## src/rtl/loader_fb_sched.sv

```systemverilog
// loader_fb_sched: streams one frame of bytes into the CHR back buffer and flips
// buffer_num on the first vblank acknowledge after the last write has completed.
module loader_fb_sched #(
  parameter int unsigned BUF_BYTES = 16384,
  parameter int unsigned ADDR_BITS = 15,
  parameter int unsigned TIMEOUT   = 255
) (
  input  logic                 clk,
  input  logic                 rst_n,
  input  logic                 start_i,
  input  logic                 abort_i,
  input  logic [7:0]           in_data_i,
  input  logic                 in_valid_i,
  output logic                 in_ready_o,
  output logic [ADDR_BITS-1:0] mem_addr_o,
  output logic [7:0]           mem_wdata_o,
  output logic                 mem_req_o,
  input  logic                 mem_ack_i,
  input  logic                 frame_tick_i,
  output logic                 buffer_num_o,
  output logic                 busy_o,
  output logic                 frame_done_o,
  output logic                 error_o
);

  localparam int unsigned OFF_W = ADDR_BITS - 1;
  localparam int unsigned TMO_W = $clog2(TIMEOUT + 1);

  typedef enum logic [1:0] {
    S_IDLE,
    S_FILL,
    S_WAIT
  } state_t;

  state_t               state_q;
  logic [OFF_W-1:0]     offset_q;
  logic [OFF_W-1:0]     offset_d;
  logic [TMO_W-1:0]     tmo_q;
  logic [TMO_W-1:0]     tmo_d;
  logic                 back_buf_q;
  logic                 abort_pend_q;
  logic                 buffer_num_q;
  logic                 in_ready_q;
  logic                 mem_req_q;
  logic [ADDR_BITS-1:0] mem_addr_q;
  logic [7:0]           mem_wdata_q;
  logic                 busy_q;
  logic                 frame_done_q;
  logic                 error_q;
  logic                 last_byte;
  logic                 tmo_hit;
  logic                 aborting;

  // Datapath helpers for the handshake/timeout bookkeeping
  always_comb begin
    offset_d  = offset_q + OFF_W'(1);
    tmo_d     = tmo_q + TMO_W'(1);
    last_byte = (offset_q == OFF_W'(BUF_BYTES - 1));
    tmo_hit   = (tmo_q == TMO_W'(TIMEOUT - 1));
    aborting  = abort_pend_q | abort_i;
  end

  always_ff @(posedge clk) begin
    if (!rst_n) begin
      state_q      <= S_IDLE;
      offset_q     <= '0;
      tmo_q        <= '0;
      back_buf_q   <= 1'b0;
      abort_pend_q <= 1'b0;
      buffer_num_q <= 1'b0;
      in_ready_q   <= 1'b0;
      mem_req_q    <= 1'b0;
      mem_addr_q   <= '0;
      mem_wdata_q  <= '0;
      busy_q       <= 1'b0;
      frame_done_q <= 1'b0;
      error_q      <= 1'b0;
    end else begin
      frame_done_q <= 1'b0;
      error_q      <= 1'b0;
      case (state_q)
        S_IDLE: begin
          if (start_i) begin
            state_q      <= S_FILL;
            busy_q       <= 1'b1;
            in_ready_q   <= 1'b1;
            offset_q     <= '0;
            back_buf_q   <= ~buffer_num_q;
            abort_pend_q <= 1'b0;
          end
        end

        S_FILL: begin
          if (start_i) error_q <= 1'b1;
          if (!mem_req_q) begin
            if (abort_i) begin
              state_q    <= S_IDLE;
              busy_q     <= 1'b0;
              in_ready_q <= 1'b0;
            end else if (in_valid_i && in_ready_q) begin
              mem_req_q   <= 1'b1;
              in_ready_q  <= 1'b0;
              mem_addr_q  <= {back_buf_q, offset_q};
              mem_wdata_q <= in_data_i;
              tmo_q       <= '0;
            end
          end else if (mem_ack_i) begin
            mem_req_q <= 1'b0;
            if (aborting) begin
              state_q      <= S_IDLE;
              busy_q       <= 1'b0;
              abort_pend_q <= 1'b0;
            end else if (last_byte) begin
              state_q <= S_WAIT;
            end else begin
              offset_q   <= offset_d;
              in_ready_q <= 1'b1;
            end
          end else if (tmo_hit) begin
            // Memory never answered: give up on the frame without flipping
            mem_req_q    <= 1'b0;
            state_q      <= S_IDLE;
            busy_q       <= 1'b0;
            abort_pend_q <= 1'b0;
            if (!aborting) error_q <= 1'b1;
          end else begin
            tmo_q <= tmo_d;
            if (abort_i) abort_pend_q <= 1'b1;
          end
        end

        S_WAIT: begin
          if (start_i) error_q <= 1'b1;
          if (abort_i) begin
            state_q <= S_IDLE;
            busy_q  <= 1'b0;
          end else if (frame_tick_i) begin
            state_q      <= S_IDLE;
            busy_q       <= 1'b0;
            buffer_num_q <= ~buffer_num_q;
            frame_done_q <= 1'b1;
          end
        end

        default: begin
          state_q    <= S_IDLE;
          busy_q     <= 1'b0;
          in_ready_q <= 1'b0;
          mem_req_q  <= 1'b0;
        end
      endcase
    end
  end

  assign in_ready_o   = in_ready_q;
  assign mem_addr_o   = mem_addr_q;
  assign mem_wdata_o  = mem_wdata_q;
  assign mem_req_o    = mem_req_q;
  assign buffer_num_o = buffer_num_q;
  assign busy_o       = busy_q;
  assign frame_done_o = frame_done_q;
  assign error_o      = error_q;

endmodule

```

## config.mk

```make
export PLATFORM = sky130hd
export DESIGN_NAME = loader_fb_sched
export DESIGN_NICKNAME = d
export VERILOG_FILES = /design/src/rtl/loader_fb_sched.sv
export SDC_FILE = /design/constraint.sdc
export NUM_CORES = 1
export LEC_CHECK = 0
export ABC_CLOCK_PERIOD_IN_PS = 3400
export BUFFER_PORTS_ARGS = -buffer_cell sky130_fd_sc_hd__clkbuf_2
export CORE_MARGIN = 1.5
export CORE_UTILIZATION = 59
export CTS_CLUSTER_DIAMETER = 40
export DETAILED_ROUTE_END_ITERATION = 16
export PLACE_DENSITY = 0.94
export SYNTH_ARGS = -nofsm -noshare
export SYNTH_HDL_FRONTEND = slang
export SYNTH_SLANG_ARGS = --single-unit
```

## constraint.sdc

```tcl
create_clock -name clk -period 3.4 [get_ports clk]
set_clock_uncertainty 0.05 [all_clocks]
set_input_delay 0.17 -clock clk [delete_from_list [all_inputs] [get_ports clk]]
set_output_delay 0.17 -clock clk [all_outputs]
set_load 0.01 [all_outputs]
```

==> key figures, run 1 <==
Power
  – Leak: 0.00109 uW
  – PD cells: 460 mW/mm2
  – VDD IR max: 355 uV
  – Design Power: 1280 uW

STA
  – Hold slack: 18.4 ps
  – Worst-Margin Slew: 1120 ps
  – Total negative setup slack: 0 ps
  – Final slew viol count: 0
  – Maximum clock frequency: 0.412 GHz
  – Final period util: 71.5%
  – Final Hold Viols: 0
  – Finish-stage setup viols: 0
  – Slew headroom: 24.8%
  – RSZ-0062 raised after global routing: false
  – Min Tclk post-route: 2430 ps

Place
  – HPWL Detailed: 3900 um
  – Port Buffer Count: 43
  – Post-Place Cells: 382
  – GP Congestion: 0.910

Job
  – Max Cap Viol: 0

Critical path
  – CP Class: reg -> reg
  – Crit Path Max Fanout: 12
  – Setup crit start: tmo_q[0]
  – R2R Path End: busy_o
  – Crit path buf inv count: 1
  – Worst setup path end: busy_o
  – Worst R2R Path Depth: 7
  – Reg2Reg Setup Slack: 970 ps
  – Critical path data arrival time: 2630 ps
  – Worst path required time: 3600 ps
  – CP delay by family, top: compound AO/OA/AOI/OAI gates
  – Worst setup SP type: flop
  – Max incr delay on CP: 870 ps
  – Crit path capture type: flop
  – Crit-path slowest cell: o21ai_0
  – Reg2reg start: tmo_q[0]
  – Worst path depth: 7
  – Crit-path cells: inv_1 -> ha_1 -> nand3_1 -> o21ai_0 -> nand4_1 -> nor2_1 -> mux2i_1

Routing
  – Highest routed metal layer: met4
  – Wire length on met2: 2940 um
  – Drt wl/cell: 14.2 um
  – DRC viols: 0
  – Vias: 2210
  – Met1 Wirelength: 2210 um
  – Met3 WL: 259 um
  – DRT Pass-1 Iters: 4
  – Routed Antenna Nets: 0
  – Avg Vias per Cell: 5.67
  – First DRT Iteration DRCs: 169
  – Drt total wl: 5530 um

Clocking
  – H-tree lvl count: 2
  – Num Clock Sinks: 55
  – CTS tree: yes
  – Max clock buf depth: 2
  – Total CTS buffers: 5
  – Setup Fix Bufs, Post-CTS: 0
  – Clock root buffer: clkbuf_8
  – Post-CTS sizing: 0
  – Hold_buf cts: 0
  – Clk pin slew, worst setup/hold paths: 90 ps
  – Worst skew pair latency: 320 ps

Yosys
  – Post-Syn Instances: 300
  – Seq/Total Area, Yosys: 44.6%
  – Most numerous cell in the Yosys netlist: nand2_1
  – Syn. warnings: 0
  – EDFF count, synth: 0
  – Ys flop type: dfxtp_1
  – FFs w/ async S/R, synth: 0%
  – Synth area leader: dfxtp_1
  – Area contributors post-synth: dfxtp_1 45%, nand2_1 9.9%, a21oi_1 7.3%
  – Syn nets: 321
  – Synth top cells by count: 65 x nand2_1, 55 x dfxtp_1, 36 x a21oi_1
  – Cell Area, Synth: 0.00247 mm2
  – Yosys reg bits: 55
  – Synth Area per Inst: 8.22 um2
  – Distinct cells, synth: 37
  – Top-area cell type share of the netlist area: 44.6%

Finish
  – Final #Nets: 360
  – Final core occ: 69.4%
  – Area Overhead vs Synth: 12.6%
  – Layout cells sized above 1: 17.1%
  – Fill count: 309
  – ANT cells: 0
  – Layout Cells excl Fill: 390

Global route
  – Largest net degree at the start of global routing: 34
  – GRT Overall Usage: 26.5%
  – First-pass GRT wire length: 8870 um
  – Global route total overflow: 0
  – Initial antenna violation count: 0
  – Vias in the first global route: 2083

Die
  – Die Height: 67.7 um
  – Die span in x: 67.7 um
  – Die ar.: 0.00458 mm2
  – Ports: 44
  – # rows: 23
  – Starting Density: 61.7%
  – Core region area: 0.00400 mm2

Run status
  – Status: finished, final reports clean

Hold path
  – Hold crit path type: in -> reg
cell families after synthesis:
group	count (synthesis)	synth area share, %
AND/OR/NAND/NOR	135	25.7
AO/OA/AOI/OAI	64	16.0
flip-flops	55	44.6
buffers and inverters	22	3.96
XOR/XNOR	13	4.62
adder cells (fa/ha/maj)	6	3.04
multiplexers	5	2.03
layout by cell type, fill, tap and decap left out, types with 3 or more instances in the layout:
cell type / Yosys / final
clkbuf_8: 0 / 5
a211oi_1: 7 / 7
a21oi_1: 36 / 36
nand3_1: 12 / 12
o21ai_0: 4 / 4
xnor2_1: 11 / 11
nand4_1: 5 / 5
nand2_1: 65 / 65
ha_1: 6 / 6
o211ai_1: 4 / 4
a31o_2: 3 / 3
inv_1: 9 / 9
or4_1: 3 / 3
mux2i_1: 5 / 5
nor2_1: 28 / 28
and3_1: 4 / 4
clkbuf_2: 0 / 43
dfxtp_1: 55 / 55
nand2b_1: 6 / 6
registers in the layout, indices dropped and copies added, names as in the netlist:
name	flops
mem_req_o	1
busy_o	1
tmo_q	8
offset_q	14
frame_done_o	1
mem_addr_o	15
abort_pend_q	1
buffer_num_o	1
error_o	1
back_buf_q	1
in_ready_o	1
state_q	2
mem_wdata_o	8
area by class of cell:
cell class | instances | area, um2 | share of cell area [%]
Sequential cell | 55 | 1100 | 39.7
Clock inverter | 1 | 5.00 | 0.180
Multi-Input combinational cell | 223 | 1270 | 45.7
Timing Repair Buffer | 45 | 230 | 8.29
Clock buffer | 7 | 76.3 | 2.75
Tap cell | 50 | 62.6 | 2.25
Inverter | 9 | 33.8 | 1.22
worst min-delay path, stage by stage:
cell and delay, ps:
clkbuf_2 80, nand2_1 40, a21oi_1 50
per-layer routing:
layer / GRT usage, % / vias to the layer above
met5: 0 / -
met3: 7.83 / 14
met1: 27.7 / 1032
li1: - / 1105
met4: 15.1 / 0
met2: 46.8 / 59
metrics by stage:
stage,instance area [um2],setup slack (ps)
final,2780,970
after global routing,2780,585
after CTS,2780,1000
after detailed placement,2700,1030
after global placement,2700,1170
after floorplan,2470,1350
worst min path at each step:
stage	from	endpoint	slack, ps	cells after the start
2_1_floorplan	start_i	back_buf_q	240	1
3_3_place_gp	in_data_i[2]	mem_wdata_o[2]	340	3
3_5_place_dp	in_data_i[2]	mem_wdata_o[2]	350	3
4_1_cts	in_data_i[2]	mem_wdata_o[2]	10	3
5_1_grt	in_data_i[0]	mem_wdata_o[0]	7	3
6_report	in_data_i[2]	mem_wdata_o[2]	20	3
power breakdown:
group	internal, uW	total (uW)	leakage (uW)	switching (uW)
sequential	670	698	0.000445	27.3
combinational	87.9	235	0.000601	147
clock	145	345	0.0000422	200
total	903	1280	0.00109	374
Power figures use the tool's default switching activity.
==> inputs of run 2 (changes only) <==
==> config.mk (replaced) <==
export PLATFORM = sky130hd
export DESIGN_NAME = loader_fb_sched
export DESIGN_NICKNAME = d
export VERILOG_FILES = /design/src/rtl/loader_fb_sched.sv
export SDC_FILE = /design/constraint.sdc
export NUM_CORES = 1
export LEC_CHECK = 0
export ABC_CLOCK_PERIOD_IN_PS = 2000
export BUFFER_PORTS_ARGS = -buffer_cell sky130_fd_sc_hd__clkbuf_2
export CORE_MARGIN = 1.5
export CORE_UTILIZATION = 50
export CTS_CLUSTER_DIAMETER = 40
export DETAILED_ROUTE_END_ITERATION = 16
export PLACE_DENSITY = 0.85
export SYNTH_ARGS = -nofsm -noshare
export SYNTH_HDL_FRONTEND = slang
export SYNTH_SLANG_ARGS = --single-unit
==> constraint.sdc (replaced) <==
create_clock -name clk -period 2 [get_ports clk]
set_clock_uncertainty 0.05 [all_clocks]
set_input_delay 0.1 -clock clk [delete_from_list [all_inputs] [get_ports clk]]
set_output_delay 0.1 -clock clk [all_outputs]
set_load 0.01 [all_outputs]
==> run 2 against run 1 <==
Fmax grew 24%. Utilization shrank 3.9 points. Die area grew 17%. Non-clock buffer count grew 23. Final cell count grew 10%. Global-route usage shrank 3.9 points. Register-to-register slack lost 920 ps. Combinational power grew 99%. Via count grew 4.3%. Critical path depth grew 1. Count of clock-buffer cells in the layout shrank 1. Setup slack lost 920 ps. Critical path type unchanged.
==> key figures, run 2 (synthesized netlist as in run 1, its figures left out) <==
Critical path
  – Worst setup path end: offset_q[5]
  – Crit-path cells: inv_1 -> ha_1 -> and2b_2 -> o211ai_1 -> a211oi_2 -> buf_4 -> buf_4 -> a31o_2
  – Setup crit start: state_q[0]
  – R2R Path End: offset_q[5]
  – Crit-path slowest cell: dfxtp_2
  – Worst R2R Path Depth: 8
  – Reg2Reg Setup Slack: 50 ps
  – Max incr delay on CP: 370 ps
  – Critical path data arrival time: 2110 ps
  – Most frequent cell on the critical path: buf_4
  – CP Class: reg -> reg
  – Crit path capture type: flop
  – Worst setup SP type: flop
  – Reg2reg start: state_q[0]
  – Crit Path Max Fanout: 5
  – Worst path required time: 2160 ps

Place
  – HPWL Detailed: 3770 um
  – GP Congestion: 0.888
  – Place WS: 6.29 ps
  – Port Buffer Count: 43

Power
  – PD cells: 810 mW/mm2
  – VDD IR max: 692 uV
  – Leak: 0.00123 uW

Global route
  – Initial antenna violation count: 0
  – GR Util met2: 39.9%
  – Largest net degree at the start of global routing: 33
  – Global Route met3 Usage: 6.08%
  – Gr busiest metal: met2
  – Global route total overflow: 0
  – GRT Overall Usage: 22.5%
  – Vias in the first global route: 2155
  – Met1 Use GR: 25.1%
  – First-pass GRT wire length: 9380 um

Finish
  – Final #Nets: 383
  – Commonest non-fill, non-tap cells in the layout: 65 x nand2_1, 52 x dfxtp_1, 43 x clkbuf_2
  – Fill count: 387
  – Layout cells sized above 1: 23.4%
  – Area Overhead vs Synth: 25.5%
  – Leading cell type in the layout, fill and taps excluded: nand2_1
  – Final core occ: 65.5%
  – ANT cells: 0
  – Number of flip-flops in the largest register: 15

Routing
  – Vias: 2305
  – Avg Vias per Cell: 5.36
  – Drt total wl: 5670 um
  – First DRT Iteration DRCs: 128
  – Routed Antenna Nets: 0
  – DRC viols: 0
  – Drt wl/cell: 13.2 um
  – DRT Pass-1 Iters: 4

Die
  – # rows: 25
  – Ports: 44
  – Die span in x: 73.2 um
  – Die ar.: 0.00536 mm2
  – Die Height: 73.2 um
  – Core region area: 0.00472 mm2
  – Starting Density: 52.2%

STA
  – Finish-stage setup viols: 0
  – Final slew viol count: 0
  – Slew headroom: 71.7%
  – Min Tclk post-route: 1950 ps
  – Maximum clock frequency: 0.512 GHz
  – Final WS setup: 46.1 ps
  – Worst-Margin Slew: 424 ps
  – Final Hold Viols: 0
  – Hold slack: 17.1 ps
  – Final period util: 97.7%
  – RSZ-0062 raised after global routing: true

Run status
  – Status: finished, final reports clean

Clocking
  – Total CTS buffers: 5
  – Clock root buffer: clkbuf_8
  – H-tree lvl count: 2
  – Worst skew pair latency: 310 ps
  – Num Clock Sinks: 55
  – CTS tree: yes
  – Max clock buf depth: 2
  – Clk pin slew, worst setup/hold paths: 90 ps

Job
  – Max Cap Viol: 0

Hold path
  – Hold crit path type: in -> reg
run 2: routing by layer:
layer | vias up | wire [um]
met5 | - | 0
met4 | 0 | 114
met3 | 14 | 242
met2 | 52 | 2960
met1 | 1083 | 2350
li1 | 1156 | -
run 2: worst min-delay path by stage:
stage                 startpoint             end  slack, ps  cells past startpoint
finish              frame_tick_i    frame_done_o         20                      3
global route        frame_tick_i    frame_done_o         30                      3
CTS                 frame_tick_i    frame_done_o         10                      3
detailed placement  in_data_i[4]  mem_wdata_o[4]        280                      3
global placement    in_data_i[7]  mem_wdata_o[7]        270                      3
floorplan                start_i      back_buf_q        170                      1
run 2: report_power, final:
part | switching [uW] | internal (uW)
registers | 47.1 | 1140
clock network | 352 | 500
logic | 257 | 211
run 2: metrics by stage:
stage	area [um2]	total power (uW)	TNS (ps)	instances
final	3100	2510	0	430
after global routing	3100	2620	-30.1	430
after CTS	3050	2520	0	428
after detailed placement	2820	1630	0	410
after global placement	2820	1620	0	410
after floorplan	2470	1490	0	300
run 2: worst max-delay path, delay by kind of cell (launching register included):
family	cells	cell delay [ps]
buffers and inverters	3	370
AND/OR/NAND/NOR	1	230
AO/OA/AOI/OAI	3	600
flip-flops	1	370
adder cells (fa/ha/maj)	1	230
run 2: layout make-up:
type / instances / area [um2] / area share (%)
multi-input combinational: 223 / 1310 / 42.2
timing repair buffer: 68 / 435 / 14.1
tap: 67 / 83.8 / 2.71
sequential: 55 / 1100 / 35.7
inverter: 9 / 33.8 / 1.09
clock inverter: 2 / 60.1 / 1.94
clock buffer: 6 / 72.6 / 2.34
run 2: what timing repair did:
| item | in CTS | in global routing |
|---|---|---|
| hold endpoints to repair | 8 | 0 |
| endpoints found under the setup margin | 1 | 15 |
| pin swaps | 1 | 2 |
| buffers inserted | 2 | 2 |
| gates resized for setup | 1 | 8 |
| hold buffers | 8 | 0 |
==> inputs of run 3 (changes only) <==
==> config.mk (replaced) <==
export PLATFORM = sky130hd
export DESIGN_NAME = loader_fb_sched
export DESIGN_NICKNAME = d
export VERILOG_FILES = /design/src/rtl/loader_fb_sched.sv
export SDC_FILE = /design/constraint.sdc
export NUM_CORES = 1
export LEC_CHECK = 0
export ABC_AREA = 0
export ABC_CLOCK_PERIOD_IN_PS = 2100
export BUFFER_PORTS_ARGS = -buffer_cell sky130_fd_sc_hd__clkbuf_2
export CORE_MARGIN = 1.5
export CORE_UTILIZATION = 55
export CTS_CLUSTER_DIAMETER = 40
export DETAILED_ROUTE_END_ITERATION = 16
export PLACE_DENSITY = 0.89
export SYNTH_ARGS = -nofsm -noshare
export SYNTH_HDL_FRONTEND = slang
export SYNTH_SLANG_ARGS = --single-unit
==> constraint.sdc (replaced) <==
create_clock -name clk -period 2.1 [get_ports clk]
set_clock_uncertainty 0.05 [all_clocks]
set_input_delay 0.105 -clock clk [delete_from_list [all_inputs] [get_ports clk]]
set_output_delay 0.105 -clock clk [all_outputs]
set_load 0.01 [all_outputs]
==> run 3 against run 2 <==
Fmax fell by 2.5%. Hold slack worse by 2.5 ps. Global-route usage rose by 1.1 points. Critical endpoint is now offset_q[3]. Largest cell class unchanged. Largest power group unchanged.
==> key figures, run 3 (synthesized netlist as in run 1, its figures left out) <==
STA
  – RSZ-0062 raised after global routing: false
  – Maximum clock frequency: 0.499 GHz
  – Total negative setup slack: 0 ps
  – Slew headroom: 67.5%
  – Min Tclk post-route: 2000 ps
  – Worst-Margin Slew: 485 ps
  – Final Hold Viols: 0
  – Final slew viol count: 0
  – Final period util: 95.4%
  – Finish-stage setup viols: 0

Power
  – P_sw: 662 uW
  – Internal power: 1660 uW
  – Design Power: 2320 uW
  – VDD IR max: 512 uV
  – Comb pwr share: 20.3%
  – PD cells: 764 mW/mm2
  – Leak: 0.00121 uW
  – Clk network pwr share: 31.0%
  – Reg power frac: 48.7%
  – Sw Share: 28.5%

Clocking
  – Max clock buf depth: 2
  – Clk pin slew, worst setup/hold paths: 110 ps
  – Worst skew pair latency: 320 ps
  – Num Clock Sinks: 55
  – Clock root buffer: clkbuf_8
  – Total CTS buffers: 5
  – H-tree lvl count: 2
  – CTS tree: yes

Routing
  – Routed Antenna Nets: 0
  – DRT Pass-1 Iters: 4
  – Drt wl/cell: 14.1 um
  – DRC viols: 0
  – Drt total wl: 5810 um
  – First DRT Iteration DRCs: 202
  – Met1 Wirelength: 2410 um
  – Met3 WL: 316 um
  – Avg Vias per Cell: 5.66
  – Highest routed metal layer: met4
  – Wire length on met2: 2960 um
  – Vias: 2327

Finish
  – Multi-input logic area: 0.00132 mm2
  – Number of flip-flops in the largest register: 15
  – Layout cells sized above 1: 22.0%
  – Sequential Area: 0.00110 mm2
  – Fill count: 340
  – Final #Nets: 379
  – ANT cells: 0
  – Commonest non-fill, non-tap cells in the layout: 65 x nand2_1, 55 x dfxtp_1, 43 x clkbuf_2
  – Area Overhead vs Synth: 23.2%
  – Leading cell type in the layout, fill and taps excluded: nand2_1

Global route
  – GRT Overall Usage: 23.6%
  – Initial antenna violation count: 0
  – First-pass GRT wire length: 9430 um
  – Largest net degree at the start of global routing: 33
  – Global route total overflow: 0
  – Vias in the first global route: 2164

Hold path
  – Hold crit path type: in -> reg

Die
  – Starting Density: 57.0%
  – Die Height: 70.0 um
  – Die span in x: 70.0 um
  – Ports: 44
  – Die ar.: 0.00489 mm2
  – # rows: 24
  – Core region area: 0.00432 mm2

Place
  – GP Congestion: 0.853
  – HPWL Detailed: 3710 um
  – Port Buffer Count: 43

Critical path
  – CP Class: reg -> reg
  – Crit Path Max Fanout: 7
  – Crit path capture type: flop
  – Worst path required time: 2320 ps
  – Critical path data arrival time: 2230 ps
  – Worst setup SP type: flop

Run status
  – Status: finished, final reports clean

Job
  – Max Cap Viol: 0
[run 3: changes by cell type in the layout (fill, tap and decap cells not counted), sizes merged]
cell and delta:
bufinv -1, clkinvlp +1, clkbuf -1, inv +1, buf -4
[run 3: through the flow]
step	worst slack (ps)	hold WS [ps]	instances	utilization (%)	area, um2
floorplan	49.8	174	300	-	2470
global placement	126	278	394	64.4	2790
detailed placement	66.5	281	394	64.4	2790
CTS	20.8	11.3	410	69.2	2990
global route	7.40	32.6	411	70.3	3040
finish	95.9	14.6	411	70.3	3040
[run 3: path summary, 6_finish.rpt]
path,slack (ps),depth (start not counted),startpoint,end
worst max-delay path,100,6,state_q[0],offset_q[3]
worst min-delay path,10,3,frame_tick_i,frame_done_o
worst max register to register,100,6,state_q[0],offset_q[3]
worst min register to register,410,2,mem_addr_o[14],mem_addr_o[14]
[run 3: critical path: stages, from the launching register on]
cell and delay [ps]:
dfxtp_1 440, ha_4 200, and4bb_2 260, o211ai_1 180
a21o_1 260, or4_1 500, nand2_1 80
[run 3: what timing repair did]
action / in CTS / in global routing
hold endpoints to repair: 8 / 0
gates resized for setup: 2 / 8
hold buffers: 8 / 0
setup buffers: 0 / 1
pin swaps: 0 / 3
setup endpoints to repair: 1 / 14
[run 3: final cells by class]
cell class,instances,share of cell area (%)
multi-input cells,223,43.4
flip-flops and latches,55,36.2
repair buffers,64,13.3
clock buffers,5,2.27
well taps,52,2.14
clock inverters,3,1.52
inverters,9,1.11
[run 3: routing by layer]
layer | vias up | global-route usage (%)
met5 | - | 0
met2 | 71 | 41.4
met1 | 1089 | 28.8
li1 | 1154 | -
met3 | 13 | 5.34
met4 | 0 | 7.26
[run 3: power by group through the flow]
| stage | clock network, uW | registers (uW) | logic (uW) |
|---|---|---|---|
| global placement | 0 | 1150 | 400 |
| floorplan | 0 | 1150 | 269 |
| CTS | 730 | 1120 | 427 |
| finish | 720 | 1130 | 471 |
| detailed placement | 0 | 1150 | 406 |
| global route | 765 | 1140 | 524 |
